`src/rtl/out_port_arbiter_pkg.sv`:
```
// Shared definitions for the output-port arbiter: flit type encodings,
// input-port indices and the arbiter state type.
package out_port_arbiter_pkg;

    localparam logic [2:0] HEADER  = 3'b001;
    localparam logic [2:0] PAYLOAD = 3'b010;
    localparam logic [2:0] TAIL    = 3'b100;

    localparam int PORT_N = 0;
    localparam int PORT_E = 1;
    localparam int PORT_W = 2;
    localparam int PORT_S = 3;
    localparam int PORT_L = 4;

    typedef enum logic {
        IDLE = 1'b0,
        BUSY = 1'b1
    } state_e;

endpackage

```
`src/rtl/out_port_arbiter_rr_arbiter.sv`:
```
// Combinational round-robin pick: first set candidate scanning upward from
// ptr_i, wrapping modulo NUM_IN.
module out_port_arbiter_rr_arbiter #(
    parameter int NUM_IN = 5,
    parameter int PTR_W  = 3
) (
    input  logic [NUM_IN-1:0] cand_i,
    input  logic [PTR_W-1:0]  ptr_i,
    output logic [NUM_IN-1:0] pick_o,
    output logic              any_o
);

    int               sum;
    logic [PTR_W-1:0] idx;

    always_comb begin
        pick_o = '0;
        any_o  = 1'b0;
        sum    = 0;
        idx    = '0;
        for (int k = 0; k < NUM_IN; k++) begin
            sum = int'(ptr_i) + k;
            if (sum >= NUM_IN) begin
                sum = sum - NUM_IN;
            end
            idx = PTR_W'(sum);
            if (!any_o && cand_i[idx]) begin
                pick_o[idx] = 1'b1;
                any_o       = 1'b1;
            end
        end
    end

endmodule

```
`src/rtl/out_port_arbiter.sv`:
```
// Output-port arbiter: round-robin packet-granular grant over the input ports,
// gated by a downstream credit counter.
module out_port_arbiter
    import out_port_arbiter_pkg::*;
#(
    parameter int NUM_IN    = 5,
    parameter int BUF_DEPTH = 4,
    parameter int CNT_W     = 3
) (
    input  logic                  clk,
    input  logic                  rst,
    input  logic [NUM_IN-1:0]     req,
    input  logic [NUM_IN-1:0]     valid,
    input  logic [3*NUM_IN-1:0]   flit_id_in,
    input  logic                  credit_in,
    output logic [NUM_IN-1:0]     grant,
    output logic [NUM_IN-1:0]     rd_en,
    output logic                  flit_valid_out,
    output logic [CNT_W-1:0]      credit_cnt,
    output logic                  credit_err
);

    localparam int PTR_W = (NUM_IN > 1) ? $clog2(NUM_IN) : 1;

    state_e            state_q;
    logic [NUM_IN-1:0] grant_q;
    logic [PTR_W-1:0]  rr_ptr_q;
    logic [PTR_W-1:0]  rr_ptr_d;
    logic [CNT_W-1:0]  credit_q;
    logic [CNT_W-1:0]  credit_d;
    logic              credit_err_q;
    logic              credit_err_d;

    logic [NUM_IN-1:0] cand;
    logic [NUM_IN-1:0] pick;
    logic              any;
    logic [PTR_W-1:0]  g_idx;
    logic              g_valid;
    logic [2:0]        g_flit;
    logic              transfer;
    logic              tail_xfer;

    always_comb begin
        cand = '0;
        for (int i = 0; i < NUM_IN; i++) begin
            cand[i] = req[i] & valid[i] & (flit_id_in[3*i +: 3] == HEADER);
        end
    end

    out_port_arbiter_rr_arbiter #(
        .NUM_IN (NUM_IN),
        .PTR_W  (PTR_W)
    ) u_rr (
        .cand_i (cand),
        .ptr_i  (rr_ptr_q),
        .pick_o (pick),
        .any_o  (any)
    );

    // Steer the granted input's valid and head flit out of the one-hot grant.
    always_comb begin
        g_idx   = '0;
        g_valid = 1'b0;
        g_flit  = '0;
        for (int i = 0; i < NUM_IN; i++) begin
            if (grant_q[i]) begin
                g_idx   = PTR_W'(i);
                g_valid = valid[i];
                g_flit  = flit_id_in[3*i +: 3];
            end
        end
    end

    assign transfer       = (state_q == BUSY) & g_valid & (credit_q != '0);
    assign tail_xfer      = transfer & (g_flit == TAIL);
    assign rd_en          = transfer ? grant_q : '0;
    assign flit_valid_out = transfer;

    assign rr_ptr_d = (g_idx == PTR_W'(NUM_IN - 1)) ? '0 : g_idx + PTR_W'(1);

    // A return and a send in the same cycle cancel; a return into a full
    // counter is a downstream protocol error and is latched.
    always_comb begin
        credit_d     = credit_q;
        credit_err_d = credit_err_q;
        if (credit_in && !transfer) begin
            if (credit_q == CNT_W'(BUF_DEPTH)) begin
                credit_err_d = 1'b1;
            end else begin
                credit_d = credit_q + CNT_W'(1);
            end
        end else if (!credit_in && transfer) begin
            credit_d = credit_q - CNT_W'(1);
        end
    end

    always_ff @(posedge clk) begin
        if (rst) begin
            state_q      <= IDLE;
            grant_q      <= '0;
            rr_ptr_q     <= '0;
            credit_q     <= CNT_W'(BUF_DEPTH);
            credit_err_q <= 1'b0;
        end else begin
            credit_q     <= credit_d;
            credit_err_q <= credit_err_d;
            case (state_q)
                IDLE: begin
                    if (any && (credit_q != '0)) begin
                        grant_q <= pick;
                        state_q <= BUSY;
                    end
                end
                BUSY: begin
                    if (tail_xfer) begin
                        grant_q  <= '0;
                        rr_ptr_q <= rr_ptr_d;
                        state_q  <= IDLE;
                    end
                end
                default: begin
                    state_q <= IDLE;
                    grant_q <= '0;
                end
            endcase
        end
    end

    assign grant      = grant_q;
    assign credit_cnt = credit_q;
    assign credit_err = credit_err_q;

endmodule
```
`config.mk`:
```
export PLATFORM = sky130hd
export DESIGN_NAME = out_port_arbiter
export DESIGN_NICKNAME = d
export VERILOG_FILES = /design/src/rtl/out_port_arbiter_pkg.sv /design/src/rtl/out_port_arbiter_rr_arbiter.sv /design/src/rtl/out_port_arbiter.sv
export SDC_FILE = /design/constraint.sdc
export NUM_CORES = 1
export LEC_CHECK = 0
export CORE_MARGIN = 2
export CORE_UTILIZATION = 54
export CTS_BUF_LIST = sky130_fd_sc_hd__clkbuf_8
export CTS_CLUSTER_DIAMETER = 30
export CTS_CLUSTER_SIZE = 10
export DETAILED_ROUTE_END_ITERATION = 12
export PLACE_DENSITY = 0.81
export REMOVE_ABC_BUFFERS = 1
export SLEW_MARGIN = 20
export SYNTH_ARGS = -nofsm -noshare
export SYNTH_HDL_FRONTEND = slang
export SYNTH_SLANG_ARGS = --single-unit
```
`constraint.sdc`:
```
create_clock -name clk -period 4.41 [get_ports clk]
set_input_delay 1.323 -clock clk [delete_from_list [all_inputs] [get_ports clk]]
set_output_delay 1.323 -clock clk [all_outputs]
set_load 0.1 [all_outputs]
```
==> results by group, run 1 <==
Floorplan
  – Die Ht: 66.76 um
  – Core area: 0.003716 mm^2
  – # IOs: 43
  – Initial Util: 57.24%
  – Row cnt: 22
  – Die width: 66.76 um
  – Die ar.: 0.004457 mm^2

Clocking
  – Worst-path clk slew: 60 ps
  – Sink Count: 13
  – Clk root buf: clkbuf_8
  – CTS Buffer Depth: 2
  – CTS H-Tree Depth: 1
  – CTS tree: yes
  – Cts-stage hold buffer count: 0
  – TritonCTS Buffers: 3
  – Worst-Skew Late Latency: around 250 ps

Logic synthesis
  – Post-synth top flop: dfxtp_1
  – Mapped Cells: 277
  – Top cell type's share of synthesized area: 12.24%
  – Seq/Total Area, Yosys: 12.24%
  – Ys async rst share: 0%
  – Syn Area/Cell: between 7 and 8 um^2
  – Synth Warn #: 0
  – Synth Cell Area: 0.002127 mm^2
  – FF+latch count, synth: 13
  – Area contributors post-synth: dfxtp_1 (12%), ha_1 (5.3%), nor2_1 (5.3%)
  – Cell taking the most area after synthesis: dfxtp_1
  – Post-synth EDFFs: 0
  – Unique masters post-synth: about 70

Detailed routing
  – WL/cell: about 17 um
  – DRC: 0
  – Number of DRC markers in iteration 0: 154
  – Routed WL: 6233 um
  – TritonRoute pass-1 iters: 5
  – Routed vias/inst: between 6 and 7
  – Vias: 2348
  – Number of nets with antenna violations after routing: 0

Worst setup path
  – R2R depth: 11
  – Crit path from: valid[0]
  – Buf+Inv Stages, Crit Path: 3
  – FF-to-FF End: grant[4]$_SDFFE_PP0P_
  – CP Data Arrival Time: 2960 ps
  – Crit path max-delay family: buffers and inverters
  – CP max stage delay: 490 ps
  – Setup Crit Path Kind: in -> out
  – Crit Path Max Fanout: 5
  – CP cell instances: clkdlybuf4s50_1 -> nand3b_1 -> a311oi_2 -> o311ai_1 -> a21oi_1 -> buf_4 -> and2_1 -> buf_12
  – Worst setup EP type: output port
  – Worst reg-to-reg setup slack: 630 ps
  – Worst r2r src: rr_ptr_q[0]$_SDFFE_PP0P_
  – Crit path required time: just over 3000 ps
  – Critical path launch point type: input pin
  – Slowest-stage cell, CP: clkdlybuf4s50_1

Place
  – Place WS: 1.745 ps
  – HPWL after DPL: 4816 um
  – Gpl congestion: 0.8800
  – PortBufs: between 40 and 50

Timing
  – RSZ-0062 raised after global routing: no
  – Setup violators final: 0
  – Tightest Pin Transition: approximately 1000 ps
  – Setup TNS: 0 ps
  – Final period utilization: between 90 and 100%
  – Max Clk Rate: approximately 0.23 GHz
  – Minimum clock period: 4287 ps
  – Final Hold Fails: 0
  – Relative slew slack: 30.91%
  – Final Max Tran Viols: 0
  – Final worst slack: 123.4 ps
  – Worst clock skew: 4.768 ps

Power and ir drop
  – Peak VDD IR: 0.2395 mV
  – Final Power: 0.3942 mW
  – Pleak: between 1 and 1.5 nW
  – PD cells: 146.1 mW/mm^2

Global routing
  – Tot GR Track Use: 28.78%
  – Gr ovfl total: 0
  – Largest net degree at the start of global routing: 24
  – Vias in the first global route: approximately 2100
  – Initial antenna violation count: 0
  – Global-route wire length before repair: roughly 9900 um

Worst hold path
  – Worst Hold Class: reg -> reg
  – Hold EP: credit_err$_SDFFE_PP0P_
  – Hold depth: 2
  – Worst min-delay path startpoint: credit_err$_SDFFE_PP0P_

Cells and area
  – Share of layout cells above drive strength 1: 15.63%
  – Fill cells: 286
  – Nets: 360
  – # diodes: 0
  – Final Util: between 70% and 80%
  – Area grow syn2layout: 26.88%

Job
  – Max cap viols: 0

Run status
  – Outcome: finished clean
[state kept, by name, summed over array words and instances, names as in the netlist]
signal,cells
credit_err,1
credit_cnt,3
rr_ptr_q,3
state_q,1
grant,5
[routing by layer]
metal / wire, um / up-vias / GRT usage, %
met5: 0 / - / 0
met3: 455 / 12 / 4.392
met4: 74 / 0 / 5.612
met1: 2746 / 1075 / 39.01
met2: 2956 / 115 / 48.38
li1: - / 1146 / -
[power by group]
group / total (mW) / switching, mW / internal (mW)
registers: 0.135 / 0.0103 / 0.124
clock network: 0.110 / 0.0470 / 0.0626
logic: 0.150 / 0.0892 / 0.0610
total: 0.394 / 0.146 / 0.248
[worst max-delay path by stage]
| stage | end | cells past startpoint | slack, ps |
|---|---|---|---|
| 4_1_cts | rd_en[1] | 7 | -10 |
| 2_1_floorplan | rd_en[0] | 5 | -1340 |
| 3_5_place_dp | rd_en[1] | 7 | 2 |
| 5_1_grt | rd_en[3] | 8 | 20 |
| 3_3_place_gp | rd_en[1] | 7 | 50 |
| 6_report | rd_en[3] | 8 | 120 |
[synth_stat cells (all sizes together) (7+ instances only)]
library cell,n
ha,9
and2,8
nand3,8
buf,7
inv,11
o21ai,12
nor2b,8
mux2i,8
a211oi,11
dfxtp,13
a31oi,7
nor3,8
a21oi,20
nand2,28
nor2,33
[metrics by stage]
stage               hold slack, ps  area, um^2  instances
floorplan                    449.4        2051        267
global placement             459.5        2636        363
detailed placement           464.9        2636        363
CTS                          486.0        2683        367
global route                 532.9        2699        368
finish                       477.4        2699        368
[cells by family (layout without fill, tap and decap cells)]
| kind of cell | count (synthesis) | after routing | synth area share (%) |
|---|---|---|---|
| xor+xnor | 1 | 1 | 0.4118 |
| flops | 13 | 13 | 12.24 |
| simple gates | 129 | 129 | 34.65 |
| compound gates | 89 | 89 | 31.94 |
| fa+ha+maj | 11 | 11 | 7.177 |
| mux | 13 | 13 | 8.059 |
| buf+inv | 21 | 64 | 5.529 |
[cell usage in the layout, fill, tap and decap left out, types with 8 or more instances in the layout]
master           Yosys  layout
inv_1               10      10
nand2_1             28      28
a21oi_1             18      18
o21ai_0             11      11
nor2_1              30      30
nor3_1               8       8
ha_1                 9       9
clkdlybuf4s50_1      0      36
a211oi_1             8       8
nor2b_1              8       8
dfxtp_1             13      13
[cell type report]
class | instances | area [um^2] | area share, %
timing repair buffer | 49 | 533.0 | 19.75
multi-input combinational | 243 | 1758 | 65.14
tap | 48 | 60.06 | 2.225
sequential | 13 | 260.3 | 9.643
clock inverter | 1 | 5.005 | 0.1854
clock buffer | 3 | 41.29 | 1.530
inverter | 11 | 41.29 | 1.530
[what timing repair did]
item,CTS,global route
endpoints found under the setup margin,2,5
buffers inserted,0,1
gates resized for setup,0,3
[worst min-delay path, cell delays in order, from the launching register on]
cell     delay, ps
dfxtp_1        330
a31oi_1         50
nor2_1          70
No activity file was read; power rests on OpenSTA's default activity.
==> run 2, diff against run 1 <==
- CAP_MARGIN: unset -> 10
- CORE_ASPECT_RATIO: unset -> 1.4
==> results by group, run 2 (synthesized netlist as in run 1, its figures left out) <==
Run status
  – Outcome: finished clean

Cells and area
  – # diodes: 0
  – Max reg flops: 5
  – Leading cell type in the layout, fill and taps excluded: clkdlybuf4s50_1
  – Share of layout cells above drive strength 1: ~15%
  – Nets: 361
  – Area grow syn2layout: 26.47%
  – Most frequent cells in the layout: clkdlybuf4s50_1 (36), nor2_1 (30), nand2_1 (28)

Floorplan
  – # IOs: 43
  – Die Ht: 78.26 um
  – Die ar.: 0.004464 mm^2
  – Row cnt: 27
  – Core area: ~0.0039 mm^2
  – Initial Util: 55.23%
  – Die width: 57.04 um

Timing
  – Setup violators final: 0
  – Relative slew slack: between 30% and 40%
  – Max Clk Rate: roughly 0.24 GHz
  – Final worst slack: approximately 160 ps
  – Tightest Pin Transition: between 900 and 1000 ps
  – Minimum clock period: 4249 ps
  – Worst clock skew: 6.585 ps
  – Final Max Tran Viols: 0
  – RSZ-0062 raised after global routing: no
  – Final Hold Fails: 0
  – Final period utilization: a little over nine tenths

Worst setup path
  – CP max stage delay: between 400 and 500 ps
  – Worst reg-to-reg setup slack: 700 ps
  – Worst setup EP type: output port
  – Critical path launch point type: input pin
  – Slowest-stage cell, CP: clkdlybuf4s50_1
  – Crit path required time: 3090 ps
  – Crit path max-delay family: buffers and inverters
  – CP cell instances: clkdlybuf4s50_1 -> nand3b_1 -> a311oi_1 -> o311ai_1 -> a21oi_1 -> buf_4 -> and2_1 -> buf_12
  – CP Data Arrival Time: 2930 ps
  – Setup Crit Path Kind: in -> out
  – Crit Path Max Fanout: 5
  – Buf+Inv Stages, Crit Path: 3

Power and ir drop
  – PD cells: between 100 and 150 mW/mm^2
  – Peak VDD IR: 0.2748 mV
  – Pleak: 1.010 nW
  – Final Power: around 0.39 mW

Detailed routing
  – Routed vias/inst: 6.305
  – Number of nets with antenna violations after routing: 0
  – TritonRoute pass-1 iters: 4
  – WL/cell: 16.40 um
  – Number of DRC markers in iteration 0: 159
  – Routed WL: around 6000 um
  – Vias: 2295
  – DRC: 0

Global routing
  – Tot GR Track Use: a little over a quarter
  – Vias in the first global route: 2234
  – Gr ovfl total: 0
  – Global-route wire length before repair: 10100 um
  – Largest net degree at the start of global routing: 26
  – Initial antenna violation count: 0

Place
  – PortBufs: 42
  – HPWL after DPL: 4777 um
  – Place WS: 43.52 ps
  – Gpl congestion: 0.9419

Job
  – Max cap viols: 0

Clocking
  – CTS Buffer Depth: 2
  – Worst-path clk slew: ~50 ps
  – CTS tree: yes
  – Sink Count: 13
  – Worst-Skew Late Latency: about 240 ps
  – Clk root buf: clkbuf_8
  – Cts-stage hold buffer count: 0
  – TritonCTS Buffers: 3
  – CTS H-Tree Depth: 1

Worst hold path
  – Worst Hold Class: reg -> reg
-- run 2: layout make-up --
cell class | count | area (um^2)
Clock buffer | 3 | 41.29
Clock inverter | 1 | 3.754
Fill cell | 320 | 1161
Inverter | 11 | 41.29
Multi-Input combinational cell | 243 | 1749
Sequential cell | 13 | 260.3
Tap cell | 43 | 53.80
Timing Repair Buffer | 50 | 540.5
-- run 2: repair_timing --
item	in CTS	in global routing
setup buffers	0	1
resized for setup	0	1
endpoints found under the setup margin	0	5
-- run 2: power by group --
part,internal (mW),switching [mW],total [mW]
logic,0.0609,0.0885,0.149
clock network,0.0614,0.0421,0.103
registers,0.124,0.0109,0.135
total,0.247,0.141,0.388
-- run 2: tightest hold or removal path, stage by stage, from the launching register on --
cell     delay (ps)
dfxtp_1         340
a31oi_1          50
nor2_1           70
-- run 2: stage by stage --
| step | setup TNS (ps) | cell area (um^2) | std cells | util, % | hold WS (ps) |
|---|---|---|---|---|---|
| finish | 0 | 2690 | 364 | 69.85 | 496.4 |
| global route | 0 | 2690 | 364 | 69.85 | 513.8 |
| CTS | 0 | 2683 | 363 | 69.66 | 487.2 |
| detailed placement | 0 | 2638 | 359 | 68.49 | 475.0 |
| global placement | 0 | 2638 | 359 | 68.49 | 468.9 |
| floorplan | -6466 | 2051 | 267 | - | 449.4 |
-- run 2: final timing paths --
kind,startpoint,to,depth (start not counted)
worst min-delay path,credit_err$_SDFFE_PP0P_,credit_err$_SDFFE_PP0P_,2
worst max-delay path,valid[0],rd_en[2],8
worst max register to register,rr_ptr_q[1]$_SDFFE_PP0P_,grant[4]$_SDFFE_PP0P_,12
worst min register to register,credit_err$_SDFFE_PP0P_,credit_err$_SDFFE_PP0P_,2
-- run 2: routing by layer --
layer | vias to the layer above | part of all wire (%) | track usage [%]
met1 | 1068 | 43 | 33.70
met5 | - | 0 | 0
met3 | 10 | 4.0 | 1.977
li1 | 1144 | - | -
met2 | 73 | 51 | 48.74
met4 | 0 | 2.2 | 10.00
==> run 3, diff against run 2 <==
- CORE_ASPECT_RATIO: 1.4 -> 1.75
==> results by group, run 3 (synthesized netlist as in run 1, its figures left out) <==
Run status
  – Outcome: finished clean

Worst hold path
  – Worst Hold Class: reg -> reg

Clocking
  – Clk root buf: clkbuf_8
  – Worst-path clk slew: 50 ps
  – CTS tree: yes
  – CTS Buffer Depth: 2
  – TritonCTS Buffers: 3
  – Sink Count: 13
  – CTS H-Tree Depth: 1
  – Worst-Skew Late Latency: between 200 and 250 ps

Cells and area
  – Nets: between 300 and 400
  – Fill cells: ~340
  – Most frequent cells in the layout: clkdlybuf4s50_1 (36), nor2_1 (30), nand2_1 (28)
  – # diodes: 0
  – Area grow syn2layout: 28.24%
  – Share of layout cells above drive strength 1: 17.08%
  – Leading cell type in the layout, fill and taps excluded: clkdlybuf4s50_1
  – Max reg flops: 5

Floorplan
  – Initial Util: 55.56%
  – Die width: 51.44 um
  – Die Ht: 87.03 um
  – Die ar.: between 0.004 and 0.005 mm^2
  – Core area: about 0.0038 mm^2
  – # IOs: 43
  – Row cnt: 30

Global routing
  – Tot GR Track Use: 30.34%
  – Global-route wire length before repair: 10760 um
  – Gr ovfl total: 0
  – Initial antenna violation count: 0
  – Largest net degree at the start of global routing: 26
  – Vias in the first global route: 2365

Timing
  – Final Max Tran Viols: 0
  – Setup TNS: 0 ps
  – Setup violators final: 0
  – Final Hold Fails: 0
  – Relative slew slack: 34.23%
  – Final period utilization: 97.66%
  – Max Clk Rate: 0.2322 GHz
  – Tightest Pin Transition: approximately 980 ps
  – Minimum clock period: 4307 ps
  – Worst clock skew: 2.404 ps
  – RSZ-0062 raised after global routing: no

Detailed routing
  – Number of nets with antenna violations after routing: 0
  – Routed vias/inst: ~6.5
  – TritonRoute pass-1 iters: 4
  – Vias: 2389
  – Number of DRC markers in iteration 0: 114
  – WL/cell: 17.37 um
  – DRC: 0
  – Routed WL: between 6000 and 7000 um

Job
  – Max cap viols: 0

Power and ir drop
  – PD cells: 143.4 mW/mm^2
  – Pleak: 1.023 nW
  – Clock power share: 26.4%
  – Peak VDD IR: around 0.24 mV
  – Comb pwr share: 38.8%
  – Power share of the sequential group: 34.8%
  – Net Sw Power: 0.1435 mW
  – Final Power: 0.3910 mW
  – Pint: 0.2475 mW
  – Sw frac: around 37%

Worst setup path
  – Crit path required time: 3090 ps
  – Critical path launch point type: input pin
  – Setup Crit Path Kind: in -> out
  – Crit Path Max Fanout: 5
  – Worst setup EP type: output port
  – CP Data Arrival Time: just under 3000 ps

Place
  – HPWL after DPL: ~5100 um
  – PortBufs: 42
  – Gpl congestion: ~0.90
run 3: cell types whose count changed in the layout (fill, tap and decap cells not counted):
cell	delta
and2_1	-4
and2_4	+4
a311oi_1	-1
a311oi_2	+1
buf_4	+1
o311ai_1	-1
o311ai_2	+1
run 3: final timing paths:
check	from	endpoint	slack (ps)	cells past startpoint
worst max-delay path	valid[1]	rd_en[0]	100	8
worst min-delay path	state_q$_SDFF_PP0_	state_q$_SDFF_PP0_	500	2
worst max register to register	rr_ptr_q[2]$_SDFFE_PP0P_	grant[2]$_SDFFE_PP0P_	720	11
worst min register to register	state_q$_SDFF_PP0_	state_q$_SDFF_PP0_	500	2
run 3: what timing repair did:
item,CTS,global route
hold buffers,0,0
setup endpoints to repair,5,5
buffers inserted,1,0
pin swaps,0,1
resized for setup,0,7
run 3: per-stage QoR:
stage	hold WS (ps)	setup WS, ps	cell area (um^2)	std cells	util (%)
after floorplan	449.4	-1342	2051	267	-
after global placement	465.2	-4.070	2651	365	69.25
after detailed placement	484.9	-79.75	2651	365	69.25
after CTS	491.3	5.931	2704	370	70.62
after global routing	525.2	19.52	2728	370	71.24
final	503.3	103.1	2728	370	71.24
run 3: worst max-delay path: stages:
cell and delay, ps:
clkdlybuf4s50_1 480, nand2_1 100, a311oi_2 330, o311ai_2 130
a21oi_1 150, buf_4 150, and2_4 150, buf_12 160
run 3: cell type report:
type / instances / area [um^2] / share of cell area, %
multi-input cells: 243 / 1773 / 65.00
repair buffers: 51 / 548.0 / 20.09
clock inverters: 1 / 3.754 / 0.1376
well taps: 48 / 60.06 / 2.202
clock buffers: 3 / 41.29 / 1.514
flip-flops and latches: 13 / 260.3 / 9.541
inverters: 11 / 41.29 / 1.514
run 3: power groups by stage:
stage | Clock (mW) | Sequential, mW | Combinational (mW)
floorplan | 0 | 0.176 | 0.0541
global placement | 0 | 0.138 | 0.147
detailed placement | 0 | 0.138 | 0.150
CTS | 0.105 | 0.136 | 0.151
global route | 0.111 | 0.137 | 0.161
finish | 0.103 | 0.136 | 0.152
run 3: metal layers:
metal / up-vias / part of all wire [%] / track usage [%] / wire [um]
met4: 0 / 4.6 / 17.22 / 298
li1: 1144 / - / - / -
met2: 75 / 54 / 54.78 / 3479
met3: 26 / 3.5 / 1.546 / 223
met1: 1144 / 38 / 34.18 / 2424
met5: - / 0 / 0 / 0
